===== src/rtl/mapper_cfg_seq.sv =====
// AXI4-Lite master that programs and supervises the BPSK/QPSK mapper CSR slave.
// A valid/ready request runs four transactions in a fixed order: a SW_RESET CTRL
// write, an ENABLE CTRL write, a STATUS W1C clear and a STATUS read-back. While
// idle and configured, the block polls STATUS, latches RUNNING/OVERFLOW and
// clears OVERFLOW.
// Ports:
//   s_axi_aclk, s_axi_aresetn : clock, asynchronous active-low reset
//   cfg_valid/cfg_ready       : request handshake; cfg_mode/cfg_bypass captured at accept
//   cfg_done, cfg_err         : completion pulse, sticky error
//   configured_o, running_o, overflow_o : supervision status
//   m_axi_*                   : AXI4-Lite master (AW/W/B/AR/R channels)
module mapper_cfg_seq #(
  parameter logic [7:0]  CTRL_ADDR   = 8'h00,
  parameter logic [7:0]  STATUS_ADDR = 8'h04,
  parameter int unsigned POLL_DIV    = 1024,
  parameter int unsigned TIMEOUT     = 255
) (
  input  logic        s_axi_aclk,
  input  logic        s_axi_aresetn,
  input  logic        cfg_valid,
  output logic        cfg_ready,
  input  logic [2:0]  cfg_mode,
  input  logic        cfg_bypass,
  output logic        cfg_done,
  output logic        cfg_err,
  output logic        configured_o,
  output logic        running_o,
  output logic        overflow_o,
  output logic [7:0]  m_axi_awaddr,
  output logic        m_axi_awvalid,
  input  logic        m_axi_awready,
  output logic [31:0] m_axi_wdata,
  output logic [3:0]  m_axi_wstrb,
  output logic        m_axi_wvalid,
  input  logic        m_axi_wready,
  input  logic [1:0]  m_axi_bresp,
  input  logic        m_axi_bvalid,
  output logic        m_axi_bready,
  output logic [7:0]  m_axi_araddr,
  output logic        m_axi_arvalid,
  input  logic        m_axi_arready,
  input  logic [31:0] m_axi_rdata,
  input  logic [1:0]  m_axi_rresp,
  input  logic        m_axi_rvalid,
  output logic        m_axi_rready
);

  localparam int unsigned PW = (POLL_DIV > 1) ? $clog2(POLL_DIV) : 1;
  localparam int unsigned TW = $clog2(TIMEOUT + 1);

  typedef enum logic [2:0] {
    IDLE, WR_RST, WR_EN, WR_CLR, RD_STAT, POLL_RD, POLL_CLR, ERR
  } state_t;

  state_t        state_q, state_d;
  logic [2:0]    mode_q, mode_d;
  logic          bypass_q, bypass_d;
  logic [PW-1:0] pcnt_q, pcnt_d;
  logic [TW-1:0] tcnt_q, tcnt_d;

  logic        cfg_ready_d, cfg_done_d, cfg_err_d;
  logic        configured_d, running_d, overflow_d;
  logic [7:0]  awaddr_d, araddr_d;
  logic [31:0] wdata_d;
  logic        awvalid_d, wvalid_d, bready_d, arvalid_d, rready_d;

  logic        wr_issue, rd_issue, err_go;
  logic [7:0]  iss_addr;
  logic [31:0] iss_data;

  logic aw_hs, w_hs, b_hs, ar_hs, r_hs, tmo, accept;

  // Only RUNNING and OVERFLOW are used from the STATUS read data.
  logic unused_rdata;
  assign unused_rdata = ^{m_axi_rdata[31:3], m_axi_rdata[1]};

  assign m_axi_wstrb = 4'hF;

  assign aw_hs  = m_axi_awvalid & m_axi_awready;
  assign w_hs   = m_axi_wvalid  & m_axi_wready;
  assign b_hs   = m_axi_bvalid  & m_axi_bready;
  assign ar_hs  = m_axi_arvalid & m_axi_arready;
  assign r_hs   = m_axi_rvalid  & m_axi_rready;
  assign tmo    = (tcnt_q == TW'(TIMEOUT - 1));
  assign accept = cfg_valid & cfg_ready & (state_q == IDLE);

  // CTRL word: AMC_OVERRIDE always set, MODE at [6:4], BYPASS at [1], then SW_RESET or ENABLE.
  function automatic logic [31:0] ctrl_word(input logic [2:0] mode, input logic bypass,
                                            input logic sw_reset);
    return 32'h100 | (32'(mode) << 4) | (32'(bypass) << 1) | (sw_reset ? 32'h4 : 32'h1);
  endfunction

  // State and registered outputs.
  always_ff @(posedge s_axi_aclk or negedge s_axi_aresetn) begin
    if (!s_axi_aresetn) begin
      state_q       <= IDLE;
      mode_q        <= '0;
      bypass_q      <= 1'b0;
      pcnt_q        <= '0;
      tcnt_q        <= '0;
      cfg_ready     <= 1'b0;
      cfg_done      <= 1'b0;
      cfg_err       <= 1'b0;
      configured_o  <= 1'b0;
      running_o     <= 1'b0;
      overflow_o    <= 1'b0;
      m_axi_awaddr  <= '0;
      m_axi_awvalid <= 1'b0;
      m_axi_wdata   <= '0;
      m_axi_wvalid  <= 1'b0;
      m_axi_bready  <= 1'b0;
      m_axi_araddr  <= '0;
      m_axi_arvalid <= 1'b0;
      m_axi_rready  <= 1'b0;
    end else begin
      state_q       <= state_d;
      mode_q        <= mode_d;
      bypass_q      <= bypass_d;
      pcnt_q        <= pcnt_d;
      tcnt_q        <= tcnt_d;
      cfg_ready     <= cfg_ready_d;
      cfg_done      <= cfg_done_d;
      cfg_err       <= cfg_err_d;
      configured_o  <= configured_d;
      running_o     <= running_d;
      overflow_o    <= overflow_d;
      m_axi_awaddr  <= awaddr_d;
      m_axi_awvalid <= awvalid_d;
      m_axi_wdata   <= wdata_d;
      m_axi_wvalid  <= wvalid_d;
      m_axi_bready  <= bready_d;
      m_axi_araddr  <= araddr_d;
      m_axi_arvalid <= arvalid_d;
      m_axi_rready  <= rready_d;
    end
  end

  // Next-state and next-output logic.
  always_comb begin
    state_d      = state_q;
    mode_d       = mode_q;
    bypass_d     = bypass_q;
    pcnt_d       = pcnt_q;
    tcnt_d       = tcnt_q + TW'(1);
    cfg_done_d   = 1'b0;
    cfg_err_d    = cfg_err;
    configured_d = configured_o;
    running_d    = running_o;
    overflow_d   = overflow_o;
    awaddr_d     = m_axi_awaddr;
    awvalid_d    = m_axi_awvalid & ~aw_hs;
    wdata_d      = m_axi_wdata;
    wvalid_d     = m_axi_wvalid & ~w_hs;
    bready_d     = m_axi_bready;
    araddr_d     = m_axi_araddr;
    arvalid_d    = m_axi_arvalid & ~ar_hs;
    rready_d     = m_axi_rready;
    wr_issue     = 1'b0;
    rd_issue     = 1'b0;
    err_go       = 1'b0;
    iss_addr     = CTRL_ADDR;
    iss_data     = '0;

    case (state_q)
      IDLE: begin
        tcnt_d = '0;
        // A request beats a simultaneous poll expiry.
        if (accept) begin
          mode_d     = cfg_mode;
          bypass_d   = cfg_bypass;
          cfg_err_d  = 1'b0;
          overflow_d = 1'b0;
          pcnt_d     = '0;
          wr_issue   = 1'b1;
          iss_addr   = CTRL_ADDR;
          iss_data   = ctrl_word(cfg_mode, cfg_bypass, 1'b1);
          state_d    = WR_RST;
        end else if (configured_o) begin
          if (pcnt_q == PW'(POLL_DIV - 1)) begin
            pcnt_d   = '0;
            rd_issue = 1'b1;
            state_d  = POLL_RD;
          end else begin
            pcnt_d = pcnt_q + PW'(1);
          end
        end
      end

      WR_RST, WR_EN, WR_CLR, POLL_CLR: begin
        if (b_hs) begin
          bready_d = 1'b0;
          if (m_axi_bresp != 2'b00) begin
            err_go = 1'b1;
          end else begin
            case (state_q)
              WR_RST: begin
                wr_issue = 1'b1;
                iss_addr = CTRL_ADDR;
                iss_data = ctrl_word(mode_q, bypass_q, 1'b0);
                state_d  = WR_EN;
              end
              WR_EN: begin
                wr_issue = 1'b1;
                iss_addr = STATUS_ADDR;
                iss_data = 32'h5;
                state_d  = WR_CLR;
              end
              WR_CLR: begin
                rd_issue = 1'b1;
                state_d  = RD_STAT;
              end
              default: state_d = IDLE;
            endcase
          end
        end else if (tmo) begin
          err_go = 1'b1;
        end
      end

      RD_STAT, POLL_RD: begin
        if (r_hs) begin
          rready_d = 1'b0;
          if (m_axi_rresp != 2'b00) begin
            err_go = 1'b1;
          end else begin
            running_d = m_axi_rdata[0];
            if (m_axi_rdata[2]) overflow_d = 1'b1;
            if (state_q == RD_STAT) begin
              cfg_done_d   = 1'b1;
              configured_d = 1'b1;
              state_d      = IDLE;
            end else if (m_axi_rdata[2]) begin
              // Clear only OVERFLOW; RUNNING is left untouched.
              wr_issue = 1'b1;
              iss_addr = STATUS_ADDR;
              iss_data = 32'h4;
              state_d  = POLL_CLR;
            end else begin
              state_d = IDLE;
            end
          end
        end else if (tmo) begin
          err_go = 1'b1;
        end
      end

      // One drain cycle with bready/rready high swallows a late response.
      ERR: begin
        bready_d = 1'b0;
        rready_d = 1'b0;
        state_d  = IDLE;
      end

      default: state_d = IDLE;
    endcase

    if (wr_issue) begin
      awaddr_d  = iss_addr;
      wdata_d   = iss_data;
      awvalid_d = 1'b1;
      wvalid_d  = 1'b1;
      bready_d  = 1'b1;
      tcnt_d    = '0;
    end
    if (rd_issue) begin
      araddr_d  = STATUS_ADDR;
      arvalid_d = 1'b1;
      rready_d  = 1'b1;
      tcnt_d    = '0;
    end
    if (err_go) begin
      state_d      = ERR;
      awvalid_d    = 1'b0;
      wvalid_d     = 1'b0;
      arvalid_d    = 1'b0;
      bready_d     = 1'b1;
      rready_d     = 1'b1;
      cfg_err_d    = 1'b1;
      configured_d = 1'b0;
    end

    cfg_ready_d = (state_d == IDLE);
  end

endmodule

===== config.mk =====
export PLATFORM = sky130hd
export DESIGN_NAME = mapper_cfg_seq
export DESIGN_NICKNAME = d
export VERILOG_FILES = /design/src/rtl/mapper_cfg_seq.sv
export SDC_FILE = /design/constraint.sdc
export NUM_CORES = 1
export LEC_CHECK = 0
export CORE_ASPECT_RATIO = 1.1
export CORE_MARGIN = 8
export CORE_UTILIZATION = 46
export CTS_CLUSTER_DIAMETER = 60
export DETAILED_ROUTE_END_ITERATION = 10
export GPL_TIMING_DRIVEN = 0
export MAX_ROUTING_LAYER = met4
export PLACE_DENSITY_LB_ADDON = 0.12
export RECOVER_POWER = 25
export REMOVE_ABC_BUFFERS = 1
export SETUP_SLACK_MARGIN = 0.4
export SLEW_MARGIN = 20
export SYNTH_ARGS = -nofsm -noshare
export SYNTH_HDL_FRONTEND = slang
export SYNTH_SLANG_ARGS = --single-unit

===== constraint.sdc =====
create_clock -name s_axi_aclk -period 2.6 [get_ports s_axi_aclk]
set_input_delay 0.78 -clock s_axi_aclk [delete_from_list [all_inputs] [get_ports s_axi_aclk]]
set_output_delay 0.78 -clock s_axi_aclk [all_outputs]
set_load 0.02 [all_outputs]

==> run summary, run 1 <==
Routed len/inst - 13.7 um
Commonest non-fill, non-tap cell in the layout - dfrtp_1
Core area - 5360 um2
RR Endpoint - mode_q[2]
Clk sink count - 45
VDD IR-drop max - 0.522 mV
First-pass GRT wire length - 8.38 mm
Routed wl met3 - 318 um
Post-Synthesis Cells - 252
Area grow syn2layout - 18.6%
Die H - 93.8 um
Top FF cell, synth - dfrtp_1
PortBufs - 37
Fmax - 469 MHz
DR vias/cell - 4.79
FF-to-FF path depth - 3
WL met1 - 2.21 mm
Layout Nets - 346
Worst r2r src - state_q[0]
CTS root buffer - clkbuf_8
DR iter-0 viols - 76
Async S/R FF share, synth - 100%
Cell area after layout - 3000 um2
Hold Crit Depth - 1
Worst path required time - 2780 ps
Total GRT Usage - 13.2%
CTS Hold Bufs - 0
Die area - 8130 um2
Slowest CP cell - clkdlybuf4s50_1
Syn avg cell area - 10.0 um2
Period minus WS final - 2130 ps
CP delay by family, top - simple AND/OR/NAND/NOR gates
Skew final - 6.72 ps
Final setup viols - 0
PD cells - 924 nW/um2
Leakage - 1.43 nW
CP startpoint kind - primary input
Row Count - 28
YS warnings - 0
Worst-path maximum fanout - 9
Final Hold Viols - 0
WS Path Type - primary input to flip-flop
Initial antenna violation count - 0
CTS Buf Count - 5
Post-synth EDFFs - 0
Clock transition at path regs - 80 ps
Hold crit path type - flip-flop to flip-flop
Mapped Area - 2530 um2
DR vias - 1776
DRT Pass-1 Iters - 4
RSZ-0062 raised after global routing - no
Fin crit share - 81.9%
Reg2reg setup slack - 640 ps
Relative slew margins - 25.2%
GP Congestion - 0.813
Area after DPL - 2810 um2
Post-DP HPWL - 3.90 mm
Critical path capture point type - flip-flop
Commonest cells after routing, fill and taps aside - 45 x dfrtp_1, 43 x conb_1, 32 x clkdlybuf4s50_1
# Max-Cap Violations - 0
Htree depth - 2
Worst-margin pin slew - 1120 ps
Pin count of the biggest net entering global routing - 26
Total power - 0.00277 W
Number of remaining DRC errors - 0
Worst Path Buf+Inv - 2
Remaining antenna violation count - 0
Vias in the first global route - 1778
Diode count - 0
Hold Path Sink - m_axi_araddr[2]
Layout cells sized above 1 - 11.1%
Final core utilization - 56.0%
CTS Buffer Depth - 2
Hold Startpoint - m_axi_araddr[2]
Die width - 86.7 um
DRT Wirelength - 5.08 mm
CP Cell Sequence - clkdlybuf4s50_1, and4bb_1, and3_2, inv_1, a211o_1
Seq/Total Area, Yosys - 44.5%
Netlist cell types - 47
Max-slew violations - 0
Routed wl met2 - 2.47 mm
Io pins - 111
Yosys reg bits - 45
Grt total ovfl - 0
Slowest stage delay, CP - 410 ps
CTS tree - yes
Highest Signal Layer - met4
Worst-skew pair later-pin latency - 290 ps
Status - finished, final reports clean
Worst path arrival time - 2320 ps
Initial Utilization - 47.2%
## synth_stat cells, types with 2 or more instances
library cell	n	area (um2)
a21boi_0	2	15.0
a21boi_1	2	15.0
a21o_1	5	37.5
a21oi_1	8	40.0
a22o_1	6	52.6
a32o_1	2	20.0
and2_1	4	25.0
and3_1	5	31.3
and4_1	2	17.5
buf_2	3	15.0
buf_4	45	338
conb_1	2	7.51
dfrtp_1	45	1130
ha_1	3	37.5
inv_1	6	22.5
inv_2	2	7.51
mux2_1	4	45.0
mux2_2	2	22.5
nand2_1	15	56.3
nand2b_1	4	25.0
nand3_1	9	45.0
nand4_1	6	37.5
nor2_1	22	82.6
nor2_2	2	12.5
nor3_1	5	25.0
o21ai_0	9	45.0
o21ai_1	2	10.0
xnor2_1	4	35.0
xor2_1	8	70.1
## worst max path at each step
stage	from	endpoint	slack [ps]	depth (start not counted)
finish	m_axi_bresp[0]	m_axi_wdata[2]	470	5
floorplan	m_axi_bresp[0]	tcnt_q[2]	600	4
detailed placement	m_axi_bvalid	tcnt_q[3]	-220	5
global placement	s_axi_aresetn	m_axi_wdata[0]	-520	1
global route	s_axi_aresetn	m_axi_wdata[8]	330	2
CTS	m_axi_bresp[0]	m_axi_wdata[0]	400	6
## routing by layer
layer,GRT usage [%],vias up
li1,-,880
met5,-,-
met1,15.8,847
met3,4.02,7
met4,4.31,0
met2,20.7,42
## stage by stage
step / setup slack (ps) / std cells / TNS [ps] / hold WS (ps)
2_1_floorplan: 605 / 245 / 0 / 459
3_3_place_gp: -523 / 357 / -25170 / 453
3_5_place_dp: -220 / 358 / -2160 / 462
4_1_cts: 402 / 371 / 0 / 455
5_1_grt: 330 / 371 / 0 / 501
6_report: 469 / 371 / 0 / 478
## what timing repair did
item / CTS / global route
pin swaps: 3 / 3
cloned: 1 / 0
buffers inserted: 4 / 0
endpoints found under the setup margin: 26 / 12
gates resized for setup: 10 / 5
## registers in the layout, summed over array words and instances (netlist names)
name           cells
bypass_q           1
cfg_done           1
cfg_err            1
cfg_ready          1
configured_o       1
m_axi_araddr       1
m_axi_arvalid      1
m_axi_awaddr       1
m_axi_awvalid      1
m_axi_bready       1
m_axi_rready       1
m_axi_wdata        7
m_axi_wvalid       1
mode_q             3
overflow_o         1
pcnt_q            10
running_o          1
state_q            3
tcnt_q             8
## where the power goes
| part | internal, W | leakage [nW] | switching (W) |
|---|---|---|---|
| clock network | 0.000240 | 0.0542 | 0.000226 |
| logic | 0.000525 | 0.796 | 0.000625 |
| registers | 0.000911 | 0.584 | 0.000247 |
## layout make-up
type / instances / area [um2]
Fill cell: 506 / 2360
Multi-Input combinational cell: 193 / 1250
Sequential cell: 45 / 1130
Timing Repair Buffer: 42 / 405
Clock buffer: 7 / 96.3
Tap cell: 75 / 93.8
Inverter: 8 / 30.0
Clock inverter: 1 / 5.00
## cells by family after synthesis
| kind of cell | Yosys count | synth area share (%) |
|---|---|---|
| compound gates | 46 | 13.6 |
| xor+xnor | 12 | 4.15 |
| fa+ha+maj | 3 | 1.48 |
| buf+inv | 56 | 15.1 |
| flops | 45 | 44.5 |
| mux | 6 | 2.67 |
| other cells | 2 | 0.297 |
| simple gates | 82 | 18.1 |
No activity file was read; power rests on OpenSTA's default activity.
==> inputs of run 2 (changes only) <==
--- a/config.mk
+++ b/config.mk
@@ -7,7 +7,7 @@
 export LEC_CHECK = 0
 export CORE_ASPECT_RATIO = 1.1
 export CORE_MARGIN = 8
-export CORE_UTILIZATION = 46
+export CORE_UTILIZATION = 38
 export CTS_CLUSTER_DIAMETER = 60
 export DETAILED_ROUTE_END_ITERATION = 10
 export GPL_TIMING_DRIVEN = 0
==> constraint.sdc (replaced) <==
create_clock -name s_axi_aclk -period 1.9 [get_ports s_axi_aclk]
set_input_delay 0.57 -clock s_axi_aclk [delete_from_list [all_inputs] [get_ports s_axi_aclk]]
set_output_delay 0.57 -clock s_axi_aclk [all_outputs]
set_load 0.02 [all_outputs]
==> run 2 against run 1 <==
Net effect:
- clock skew rose by 2.6 ps
- core utilization fell by 3.9 points
- sequential cell count did not move
- final area rose by 13%
- first-iteration DRC count rose by 1.3%
- via count rose by 9.8%
- clock power rose by 62%
- worst setup slack got worse by 190 ps
- highest routed layer unchanged
- sequential power rose by 28%
- die area rose by 17%
==> run summary, run 2 (synthesis results as in run 1) <==
RSZ-0062 raised after global routing - yes (was no)
Hold crit path type - flip-flop to flip-flop (unchanged)
Setup ws final - 276 ps (was 469 ps)
Fmax - 616 MHz
Row Count - 31 (was 28)
Worst-skew pair later-pin latency - 300 ps (was 290 ps)
Reg with most FFs - pcnt_q (unchanged)
Io pins - 111 (unchanged)
Remaining antenna violation count - 0 (unchanged)
Final Hold Viols - 0 (unchanged)
CP delay by family, top - simple AND/OR/NAND/NOR gates (unchanged)
Top flop regs - pcnt_q (10), tcnt_q (8), m_axi_wdata (7) (unchanged)
Hold Startpoint - m_axi_araddr[2] (unchanged)
Relative slew margins - 17.0% (was 25.2%)
Max FFs per register - 10 (unchanged)
CTS root buffer - clkbuf_8 (unchanged)
DRT Wirelength - 5.92 mm (was 5.08 mm)
Pin count of the biggest net entering global routing - 26 (unchanged)
Pre-CTS WS - -746 ps (was -220 ps)
Worst path arrival time - 1820 ps (was 2320 ps)
Total GRT Usage - 13.1% (was 13.2%)
Critical path capture point type - flip-flop (unchanged)
Post-DP HPWL - 3.99 mm (was 3.90 mm)
GP Congestion - 0.806 (was 0.813)
Fillers - 602 (was 506)
Period minus WS final - 1620 ps
CTS Hold Bufs - 0 (unchanged)
Clk sink count - 45 (unchanged)
Worst path required time - 2100 ps (was 2780 ps)
Die width - 93.8 um (was 86.7 um)
Layout cells sized above 1 - 37.2% (was 11.1%)
Core area - 6520 um2 (was 5360 um2)
Worst-margin pin slew - 1250 ps (was 1120 ps)
WS Path Type - flip-flop to flip-flop (was primary input to flip-flop)
PortBufs - 37 (unchanged)
Start point of the critical path - state_q[0] (was m_axi_bresp[0])
Vias in the first global route - 2070 (was 1778)
Commonest cells after routing, fill and taps aside - 43 x conb_1, 39 x dfrtp_1, 24 x buf_2 (was 45 x dfrtp_1, 43 x conb_1, 32 x clkdlybuf4s50_1)
VDD IR-drop max - 0.712 mV (was 0.522 mV)
Initial antenna violation count - 1 (was 0)
Worst-path maximum fanout - 6 (was 9)
Cell area after layout - 3400 um2 (was 3000 um2)
Status - finished, final reports clean (unchanged)
CTS Buf Count - 5 (unchanged)
Worst r2r src - state_q[0] (unchanged)
CP startpoint kind - flip-flop (was primary input)
Skew final - 9.37 ps (was 6.72 ps)
CTS tree - yes (unchanged)
DR vias - 1950 (was 1776)
Final core utilization - 52.1% (was 56.0%)
Max-slew violations - 0 (unchanged)
PD cells - 1320 nW/um2 (was 924 nW/um2)
CP Cell Sequence - or3_4, nor2_4, buf_12, buf_16, nor3_4, a21o_1 (was clkdlybuf4s50_1, and4bb_1, and3_2, inv_1, a211o_1)
DRT Pass-1 Iters - 4 (unchanged)
Die H - 102 um (was 93.8 um)
Post-route setup TNS - 0 ps (unchanged)
Layout Nets - 378 (was 346)
Area grow syn2layout - 34.2% (was 18.6%)
Initial Utilization - 38.8% (was 47.2%)
Commonest non-fill, non-tap cell in the layout - conb_1 (was dfrtp_1)
Leakage - 1.64 nW (was 1.43 nW)
DR vias/cell - 4.74 (was 4.79)
Final setup viols - 0 (unchanged)
Routed len/inst - 14.4 um (was 13.7 um)
Slowest stage delay, CP - 440 ps (was 410 ps)
CTS Buffer Depth - 2 (unchanged)
Area after DPL - 2820 um2 (was 2810 um2)
DR iter-0 viols - 77 (was 76)
First-pass GRT wire length - 9.74 mm (was 8.38 mm)
Fin crit share - 85.5%
Number of remaining DRC errors - 0 (unchanged)
Htree depth - 2 (unchanged)
Grt total ovfl - 0 (unchanged)
# Max-Cap Violations - 0 (unchanged)
Worst Path Buf+Inv - 2 (unchanged)
Clock transition at path regs - 90 ps (was 80 ps)
Slowest CP cell - dfrtp_2 (was clkdlybuf4s50_1)
Die area - 9530 um2 (was 8130 um2)
==> run 2: layer usage <==
metal / part of all wire [%] / track usage [%]
met1: 43 / 15.2
met2: 52 / 22.0
met3: 4.7 / 3.04
met4: 0.74 / 3.66
met5: 0 / -
==> run 2: path summary, 6_finish.rpt <==
path / endpoint / slack [ps] / cells past startpoint
max: m_axi_wdata[6] / 280 / 6
min: m_axi_araddr[2] / 470 / 1
max reg2reg: m_axi_wdata[6] / 280 / 6
min reg2reg: m_axi_araddr[2] / 470 / 1
max in group asynchronous: state_q[2] / 560 / 1
min in group asynchronous: m_axi_arvalid / 520 / 1
==> run 2: repair_timing <==
action | 4_1_cts | 5_1_grt
setup endpoints to repair | 64 | 43
cloned | 3 | 0
setup buffers | 28 | 6
pin swaps | 27 | 14
resized for setup | 158 | 16
==> run 2: final cells by class <==
type | instances | area, um2 | share of cell area, %
antenna | 1 | 2.50 | 0.0737
sequential | 45 | 1130 | 33.4
inverter | 8 | 35.0 | 1.03
tap | 82 | 103 | 3.02
multi-input combinational | 194 | 1380 | 40.5
clock buffer | 6 | 82.6 | 2.43
clock inverter | 2 | 37.5 | 1.11
timing repair buffer | 73 | 626 | 18.4
==> run 2: power by group <==
part	switching (W)	internal (W)
Combinational	0.00118	0.00106
Sequential	0.000218	0.00126
Clock	0.000326	0.000428
Total	0.00173	0.00275
==> run 2: worst reg2reg max path, delay by kind of cell (launching register included) <==
family / cells / cell delay, ps
AND/OR/NAND/NOR: 3 / 660
flip-flops: 1 / 440
buffers and inverters: 2 / 240
AO/OA/AOI/OAI: 1 / 170
==> run 2: per-stage QoR <==
| step | hold slack, ps | cells | total power (W) |
|---|---|---|---|
| floorplan | 274 | 245 | 0.00248 |
| detailed placement | 467 | 365 | 0.00310 |
| global placement | 458 | 364 | 0.00309 |
| CTS | 247 | 404 | 0.00431 |
| finish | 472 | 411 | 0.00448 |
| global route | 506 | 411 | 0.00475 |
==> inputs of run 3 (changes only) <==
--- a/config.mk
+++ b/config.mk
@@ -12,7 +12,7 @@
 export DETAILED_ROUTE_END_ITERATION = 10
 export GPL_TIMING_DRIVEN = 0
 export MAX_ROUTING_LAYER = met4
-export PLACE_DENSITY_LB_ADDON = 0.12
+export PLACE_DENSITY = 0.78
 export RECOVER_POWER = 25
 export REMOVE_ABC_BUFFERS = 1
 export SETUP_SLACK_MARGIN = 0.4
==> run 3 against run 2 <==
Net effect:
- combinational power up 6%
- via count up 11%
- total power up 0.39%
- sequential cell count unchanged
- die area unchanged
- first-iteration DRC count up 81%
- core utilization up 0.67 points
- wire length up 24%
- non-clock buffer count up 12
- register-to-register slack worse by 40 ps
- largest power group unchanged
- final area up 1.3%
==> run summary, run 3 (synthesis results as in run 1) <==
Status - finished, final reports clean (unchanged)
GP Congestion - 0.848 (was 0.806)
# Max-Cap Violations - 0 (unchanged)
Post-DP HPWL - 4.10 mm (was 3.99 mm)
WS Path Type - flip-flop to flip-flop (unchanged)
Worst-skew pair later-pin latency - 300 ps (about the same)
Vias in the first global route - 2193 (was 2070)
Worst-margin pin slew - 1190 ps (was 1250 ps)
CTS root buffer - clkbuf_8 (unchanged)
WHS - 480 ps (was 472 ps)
Commonest cells after routing, fill and taps aside - 43 x conb_1, 38 x dfrtp_1, 34 x buf_4 (was 43 x conb_1, 39 x dfrtp_1, 24 x buf_2)
Period minus WS final - 1670 ps (was 1620 ps)
PortBufs - 37 (unchanged)
Reg with most FFs - pcnt_q (unchanged)
DR vias/cell - 5.12 (was 4.74)
First-pass GRT wire length - 10.8 mm (was 9.74 mm)
Reg2reg setup slack - 230 ps (was 280 ps)
PD cells - 1310 nW/um2 (was 1320 nW/um2)
Area grow syn2layout - 35.9% (was 34.2%)
Leakage - 1.68 nW (was 1.64 nW)
Clk sink count - 45 (unchanged)
Skew final - 4.94 ps (was 9.37 ps)
FF-to-FF path depth - 7 (was 6)
Htree depth - 2 (unchanged)
DRT Wirelength - 7.36 mm (was 5.92 mm)
DRT Pass-1 Iters - 4 (unchanged)
Final Hold Viols - 0 (unchanged)
Core area - 6520 um2 (unchanged)
Worst path arrival time - 1860 ps (was 1820 ps)
Layout cells sized above 1 - 39.2% (was 37.2%)
Fillers - 567 (was 602)
Fin crit share - 87.7% (was 85.5%)
RR Endpoint - pcnt_q[4] (was m_axi_wdata[6])
Pin count of the biggest net entering global routing - 26 (unchanged)
Top flop regs - pcnt_q (10), tcnt_q (8), m_axi_wdata (7) (unchanged)
Worst-path maximum fanout - 6 (unchanged)
DR vias - 2155 (was 1950)
Row Count - 31 (unchanged)
CTS Buf Count - 5 (unchanged)
Remaining antenna violation count - 0 (unchanged)
Initial antenna violation count - 0 (was 1)
CTS Buffer Depth - 2 (unchanged)
VDD IR-drop max - 0.821 mV (was 0.712 mV)
Relative slew margins - 20.9% (was 17.0%)
Number of remaining DRC errors - 0 (unchanged)
Worst path required time - 2090 ps (was 2100 ps)
Worst r2r src - state_q[0] (unchanged)
Io pins - 111 (unchanged)
Final setup viols - 0 (unchanged)
Max FFs per register - 10 (unchanged)
Routed len/inst - 17.5 um (was 14.4 um)
Initial Utilization - 38.8% (unchanged)
Die H - 102 um (unchanged)
Hold crit path type - primary input to async pin (was flip-flop to flip-flop)
Commonest non-fill, non-tap cell in the layout - conb_1 (unchanged)
DR iter-0 viols - 139 (was 77)
CTS tree - yes (unchanged)
Grt total ovfl - 0 (unchanged)
CP startpoint kind - flip-flop (unchanged)
Die width - 93.8 um (unchanged)
Diode count - 0 (was 1)
Critical path capture point type - flip-flop (unchanged)
Fmax - 600 MHz (was 616 MHz)
RSZ-0062 raised after global routing - yes (unchanged)
Total power - 0.00449 W (was 0.00448 W)
Total GRT Usage - 14.8% (was 13.1%)
Max-slew violations - 0 (unchanged)
Layout Nets - 389 (was 378)
Die area - 9530 um2 (unchanged)
Clock transition at path regs - 90 ps (about the same)
-- run 3: how the worst max path moves through the flow --
stage	startpoint	end	slack [ps]
2_1_floorplan	state_q[0]	bypass_q	40
3_3_place_gp	s_axi_aresetn	m_axi_wdata[1]	-950
3_5_place_dp	m_axi_bvalid	tcnt_q[6]	-690
4_1_cts	state_q[0]	pcnt_q[7]	250
5_1_grt	state_q[0]	pcnt_q[4]	190
6_report	state_q[0]	pcnt_q[4]	230
-- run 3: cell type report --
cell class	instances	area (um2)	area share [%]
Clock inverter	1	7.51	0.218
Tap cell	82	103	2.98
Sequential cell	45	1130	33.0
Clock buffer	7	76.3	2.22
Inverter	8	30.0	0.873
Multi-Input combinational cell	193	1390	40.5
Timing Repair Buffer	85	694	20.2
-- run 3: worst max-delay path, cell delays in order (launching register included) --
cell     delay, ps
dfrtp_2        450
or3_4          430
nor2_4         140
buf_6          130
buf_16         120
nor2_4          40
o21ai_2        150
o21ai_1         90
-- run 3: routing by layer --
metal  part of all wire (%)  global-route usage [%]  wire length, um
met1                     39                    16.1             2880
met2                     51                    24.7             3750
met3                    5.5                    2.22              401
met4                    4.4                    9.28              326
met5                      0                       -                0
-- run 3: what timing repair did --
item | 4_1_cts | 5_1_grt
endpoints found under the setup margin | 64 | 45
endpoints found under the hold margin | 0 | 0
setup buffers | 42 | 4
pin swaps | 32 | 17
gates cloned | 2 | 0
gates resized for setup | 150 | 29
hold buffers | 0 | 0
-- run 3: where the power goes --
part / internal, W / switching (W) / total (W)
sequential: 0.00126 / 0.000251 / 0.00151
combinational: 0.00109 / 0.00129 / 0.00238
clock: 0.000261 / 0.000338 / 0.000599
-- run 3: through the flow --
stage          TNS, ps  cell area [um2]  instances  util, %  worst slack, ps
6_report             0             3440        421     52.8              235
4_1_cts              0             3300        417     50.7              247
2_1_floorplan        0             2330        245        -             38.4
3_3_place_gp    -58250             2810        364     43.0             -955
5_1_grt              0             3440        421     52.8              191
3_5_place_dp    -16400             2820        365     43.3             -693
